## src/rtl/adder_tree_pkg.sv

```systemverilog
// adder_tree_pkg: shared defaults, sideband beat type and elaboration-time helpers
// for the adder_tree_acc pipeline.
package adder_tree_pkg;
    localparam int DEF_WIDTH      = 8;
    localparam int DEF_NUM_INPUTS = 3;
    localparam int DEF_OUT_WIDTH  = 16;

    typedef struct packed {
        logic cin;
        logic acc_mode;
        logic acc_clear;
        logic valid;
    } sideband_t;

    function automatic int clog2(input int n);
        int r = 0;
        while ((1 << r) < n) r++;
        return r;
    endfunction

    // Operand count remaining after k pairwise tree levels.
    function automatic int level_cnt(input int n, input int k);
        return (n + (1 << k) - 1) >> k;
    endfunction
endpackage

```

## src/rtl/add_level.sv

```systemverilog
// add_level: one registered binary adder-tree level; pairs are summed one bit wider,
// an odd leftover operand is zero-extended and passed through.
module add_level
    import adder_tree_pkg::*;
#(
    parameter int N_IN = 3,
    parameter int W    = 8
) (
    input  logic                          clk,
    input  logic                          rst,
    input  logic                          i_en,
    input  logic [N_IN*W-1:0]             i_d,
    input  sideband_t                     i_sb,
    output logic [((N_IN+1)/2)*(W+1)-1:0] o_d,
    output sideband_t                     o_sb
);
    localparam int N_OUT = (N_IN + 1) / 2;

    logic [N_OUT*(W+1)-1:0] w_sum;

    always_comb begin
        w_sum = '0;
        for (int j = 0; j < N_IN / 2; j++)
            w_sum[j*(W+1) +: W+1] = (W+1)'(i_d[2*j*W +: W]) + (W+1)'(i_d[(2*j+1)*W +: W]);
        if (N_IN % 2 == 1)
            w_sum[(N_OUT-1)*(W+1) +: W+1] = (W+1)'(i_d[(N_IN-1)*W +: W]);
    end

    always_ff @(posedge clk) begin
        if (rst) begin
            o_d  <= '0;
            o_sb <= '0;
        end else if (i_en) begin
            o_d  <= w_sum;
            o_sb <= i_sb;
        end
    end
endmodule

```

## src/rtl/adder_tree_acc.sv

```systemverilog
// adder_tree_acc: pipelined adder tree over NUM_INPUTS operands with carry-in,
// optional wrapping accumulator with sticky overflow, and valid/ready flow control.
module adder_tree_acc
    import adder_tree_pkg::*;
#(
    parameter int WIDTH      = DEF_WIDTH,
    parameter int NUM_INPUTS = DEF_NUM_INPUTS,
    parameter int OUT_WIDTH  = DEF_OUT_WIDTH
) (
    input  logic                        clk,
    input  logic                        rst,
    input  logic                        in_valid,
    output logic                        in_ready,
    input  logic [NUM_INPUTS*WIDTH-1:0] in_data,
    input  logic                        cin,
    input  logic                        acc_mode,
    input  logic                        acc_clear,
    output logic                        out_valid,
    input  logic                        out_ready,
    output logic [OUT_WIDTH-1:0]        sum,
    output logic                        ovf
);
    localparam int LVLS = clog2(NUM_INPUTS);
    localparam int TW   = WIDTH + LVLS;

    if (NUM_INPUTS < 1 || NUM_INPUTS > 16) begin : g_bad_inputs
        $error("adder_tree_acc: NUM_INPUTS must be 1..16");
    end
    if (OUT_WIDTH < TW) begin : g_bad_width
        $error("adder_tree_acc: OUT_WIDTH too narrow for exact tree result");
    end

    logic                 w_stall;
    logic                 w_acc_add;
    logic                 w_carry;
    sideband_t            w_sb_in;
    sideband_t            w_sb_tree;
    logic [TW-1:0]        w_tree;
    logic [OUT_WIDTH-1:0] w_beat;
    logic [OUT_WIDTH-1:0] w_acc_sum;
    logic                 r_valid;
    logic                 r_ovf;
    logic                 r_sticky;
    logic [OUT_WIDTH-1:0] r_sum;
    logic [OUT_WIDTH-1:0] r_acc;

    assign w_stall  = r_valid && !out_ready;
    assign in_ready = !w_stall;
    assign w_sb_in  = '{cin: cin, acc_mode: acc_mode, acc_clear: acc_clear, valid: in_valid};

    for (genvar k = 0; k < LVLS; k++) begin : g_lvl
        localparam int NI = level_cnt(NUM_INPUTS, k);
        localparam int NO = level_cnt(NUM_INPUTS, k + 1);
        localparam int IW = WIDTH + k;
        logic [NI*IW-1:0]     w_d;
        logic [NO*(IW+1)-1:0] w_q;
        sideband_t            w_sbi;
        sideband_t            w_sbo;
        if (k == 0) begin : g_first
            assign w_d   = in_data;
            assign w_sbi = w_sb_in;
        end else begin : g_next
            assign w_d   = g_lvl[k-1].w_q;
            assign w_sbi = g_lvl[k-1].w_sbo;
        end
        add_level #(.N_IN(NI), .W(IW)) u_level (
            .clk (clk),
            .rst (rst),
            .i_en(!w_stall),
            .i_d (w_d),
            .i_sb(w_sbi),
            .o_d (w_q),
            .o_sb(w_sbo)
        );
    end

    if (LVLS == 0) begin : g_flat
        assign w_tree    = in_data;
        assign w_sb_tree = w_sb_in;
    end else begin : g_tree
        assign w_tree    = g_lvl[LVLS-1].w_q;
        assign w_sb_tree = g_lvl[LVLS-1].w_sbo;
    end

    // cin is folded in here so a single-operand tree still needs no adder level
    assign w_beat              = OUT_WIDTH'(w_tree) + OUT_WIDTH'(w_sb_tree.cin);
    assign {w_carry, w_acc_sum} = {1'b0, r_acc} + {1'b0, w_beat};
    assign w_acc_add           = w_sb_tree.acc_mode && !w_sb_tree.acc_clear;

    always_ff @(posedge clk) begin
        if (rst) begin
            r_valid  <= 1'b0;
            r_sum    <= '0;
            r_ovf    <= 1'b0;
            r_acc    <= '0;
            r_sticky <= 1'b0;
        end else if (!w_stall) begin
            r_valid <= w_sb_tree.valid;
            if (w_sb_tree.valid) begin
                r_sum <= w_acc_add ? w_acc_sum : w_beat;
                r_ovf <= w_acc_add && (r_sticky || w_carry);
                if (w_sb_tree.acc_mode) begin
                    r_acc    <= w_sb_tree.acc_clear ? w_beat : w_acc_sum;
                    r_sticky <= w_acc_add && (r_sticky || w_carry);
                end
            end
        end
    end

    assign out_valid = r_valid;
    assign sum       = r_sum;
    assign ovf       = r_ovf;
endmodule

```

## config.mk

```make
export PLATFORM = sky130hd
export DESIGN_NAME = adder_tree_acc
export DESIGN_NICKNAME = d
export VERILOG_FILES = /design/src/rtl/adder_tree_pkg.sv /design/src/rtl/add_level.sv /design/src/rtl/adder_tree_acc.sv
export SDC_FILE = /design/constraint.sdc
export NUM_CORES = 1
export LEC_CHECK = 0
export BUFFER_PORTS_ARGS = -buffer_cell sky130_fd_sc_hd__buf_2
export CAP_MARGIN = 20
export CORE_MARGIN = 2
export CORE_UTILIZATION = 35
export CTS_CLUSTER_SIZE = 28
export DETAILED_ROUTE_END_ITERATION = 10
export GPL_TIMING_DRIVEN = 0
export SLEW_MARGIN = 20
export SYNTH_ARGS = -nofsm -noshare
export SYNTH_HDL_FRONTEND = slang
export SYNTH_SLANG_ARGS = --single-unit
```

## constraint.sdc

```tcl
create_clock -name clk -period 3.6 [get_ports clk]
set_input_delay 0.9 -clock clk [delete_from_list [all_inputs] [get_ports clk]]
set_output_delay 0.9 -clock clk [all_outputs]
set_load 0.01 [all_outputs]
```

==> run metrics <==
run status complete, no violations; initial antenna violation count 0; CP Class in2out; Post-Synth XOR/XNOR Area around 5.3%; Multi-input gate area ~0.0025 sq mm; CTS tree built; ys async rst share 0%; Crit. End Element output pin; H-tree Lvls 3; Ys Warns 0; Sw Ratio a little over a quarter; post-CTS setup buffer count 0; most frequent cells in the layout 82 x nand2_1, 70 x dfxtp_1, 61 x a21oi_1, 50 x buf_2, 38 x nor2_1; max frequency 313 MHz; RR Startpoint g_lvl[1].u_level.o_sb[3]; top_reg_cell synth dfxtp_1; r2r endpoint r_acc[10]; vias in the first global route 3,725; Util after Layout a little over two fifths; Post-Synth Adder-Cell Area a little over a tenth; grt total ovfl 0; RSZ-0062 raised after global routing false; Post-Syn Area per Cell a little under 8 sq um; CTS Buf Count 9; Gate Count Post-Synth roughly 520; maxcap violations 0; critical path startpoint category input port; met1 global-route usage around 22%; mapped cell area slightly above 0.004 sq mm; Setup TNS 0 ns; fin nets 647; Clock Path Buffers 2; vias approximately 4,000; Synth-to-Final Area Change 18.3%; ant diodes 0; hold buffers post-CTS 0; clock share of power between 40% and 50%; Final Hold Viols 0; largest net degree at the start of global routing 13; DRT Wirelength 11,200 um; Clock Skews between 0.004 and 0.005 ns; met3 track demand over resource 4.27%; P_int around 1600 uW; Initial Util around 36%; Sequential cell area about 0.0014 sq mm; Ports 50; VDD IR max about 250 uV; gpl congestion 0.957; Combinational Power Share approximately 15%; Worst R2R Path Depth 11; Core Region 0.0114 sq mm; Power Density 443 mW/mm^2; CTS sink cnt 70; EDFF count, synth 0; 1st-pass router iterations 5; synthesized flop and latch total 70; largest family of logic cells by synthesized area compound AO/OA/AOI/OAI gates; area share of and/or/nand/nor cells after synthesis 21.6%; setup violators final 0; Slew Limit Fails 0; most common cell after layout, fill and taps aside nand2_1; die area 0.0126 sq mm; Slew @ Worst Pin between 0.9 and 1 ns; Routed wire per std cell about 15 um; Iteration-0 DRC Markers about 220; first-pass GRT wire length 18,300 um; latest clock arrival within the worst-skew pair 0.34 ns; DPL Wire Length between 8000 and 9000 um; layout cells sized above 1 about an eighth; post-synth net total around 590; mux share of post-synthesis cell area less than 1%; post-synthesis sequential area ratio between 30 and 40%; IO Port Bufs 49; Via density between 5 and 6; clock-pin slew on the worst setup and hold paths approximately 0.050 ns; hold path start sum[11]; filler instances about 1,200; leakage between 0.002 and 0.0025 uW; fin crit period approximately 3.2 ns; post-synth cell types between 50 and 60; period utilization about nine tenths; GRT Util Overall between 10% and 20%; Hold Path Sink sum[11]; Final ANT Viol Nets 0; drc violations 0; Psw between 500 and 600 uW; Resized Gates After CTS 0; relative slew slack around two fifths; hold slack around 0.45 ns; Arr. time, crit path 2.29 ns; Compound-Gate Fraction of Synth Area approximately a quarter; worst hold-check path type reg2reg; met2 GRT Util 31.6%; Site Rows 39; root buf cell clkbuf_16; worst reg-to-reg setup slack 0.68 ns; critical path peak fanout 10; Worst Hold Path Cells 2; busiest layer in global routing met2; Die Y approximately 110 um; Required @ worst endpoint about 2.7 ns; Sequential Power Share between 30% and 40%; Die W ~110 um
==> flip-flops by register name, summed over array words and instances, names as in the netlist <==
name,cells
g_lvl.u_level.o_d,27
g_lvl.u_level.o_sb,8
out_valid,1
ovf,1
r_acc,16
r_sticky,1
sum,16
==> through the flow <==
stage | setup WS, ns | total power [uW] | cell area (sq um) | cells
4_1_cts | 0.390 | 2170 | 4850 | 731
3_3_place_gp | 0.414 | 1190 | 4520 | 715
6_report | 0.407 | 2150 | 4850 | 731
2_1_floorplan | 1.01 | 1100 | 4100 | 523
5_1_grt | 0.286 | 2250 | 4850 | 731
3_5_place_dp | 0.397 | 1200 | 4520 | 715
==> routing by layer <==
layer | routed length (um) | vias to the layer above
met3 | 514 | 15
met4 | 212 | 0
met5 | 0 | -
met1 | 5080 | 1821
met2 | 5350 | 94
li1 | - | 1981
==> area by class of cell <==
class	instances	area share (%)
clock inverters	6	1.76
multi-input cells	409	52.2
flip-flops and latches	70	28.9
repair buffers	49	5.06
clock buffers	10	4.93
well taps	143	3.69
inverters	16	1.24
plain buffers	28	2.25
==> cells by family (layout without fill, tap and decap cells) <==
kind of cell / Yosys count / count (layout)
and+or+nand+nor: 192 / 192
xor gates and xnor gates: 25 / 25
muxes: 3 / 3
adders and majority gates: 33 / 33
AOI/OAI and AO/OA: 156 / 156
DFF: 70 / 70
buffers and inverters: 44 / 109
==> cells in the mapped netlist (6+ instances only) <==
cell / count / area, sq um
xnor2_1: 15 / 131
a21o_1: 6 / 45.0
o211ai_1: 8 / 60.1
nand2b_1: 6 / 37.5
nor2_1: 38 / 143
nand2_1: 82 / 308
nand3_1: 23 / 115
inv_1: 16 / 60.1
o21ai_0: 36 / 180
a211oi_1: 9 / 67.6
ha_1: 30 / 375
xor2_1: 10 / 87.6
nor3_1: 7 / 35.0
nor2b_1: 9 / 56.3
clkbuf_1: 20 / 75.1
dfxtp_1: 70 / 1400
a21oi_1: 61 / 305
==> power groups by stage <==
stage | clock network (uW) | logic [uW] | registers, uW
after floorplan | 0 | 233 | 863
after global placement | 0 | 319 | 869
after detailed placement | 0 | 325 | 871
after CTS | 983 | 329 | 854
after global routing | 1020 | 370 | 860
final | 966 | 328 | 854
==> worst max-delay path by stage <==
stage,startpoint,end,slack (ns),cells after the start
2_1_floorplan,g_lvl[1].u_level.o_sb[3],r_acc[10],1.01,11
3_3_place_gp,out_ready,in_ready,0.41,6
3_5_place_dp,out_ready,in_ready,0.40,6
4_1_cts,out_ready,in_ready,0.39,6
5_1_grt,out_ready,in_ready,0.29,6
6_report,out_ready,in_ready,0.41,6
==> worst max-delay path, cell delays in order <==
cell      delay [ns]
buf_2           0.08
nor2b_1         0.06
inv_1           0.17
clkbuf_1        0.39
buf_1           0.46
buf_2           0.23
No activity file was read; power rests on OpenSTA's default activity.
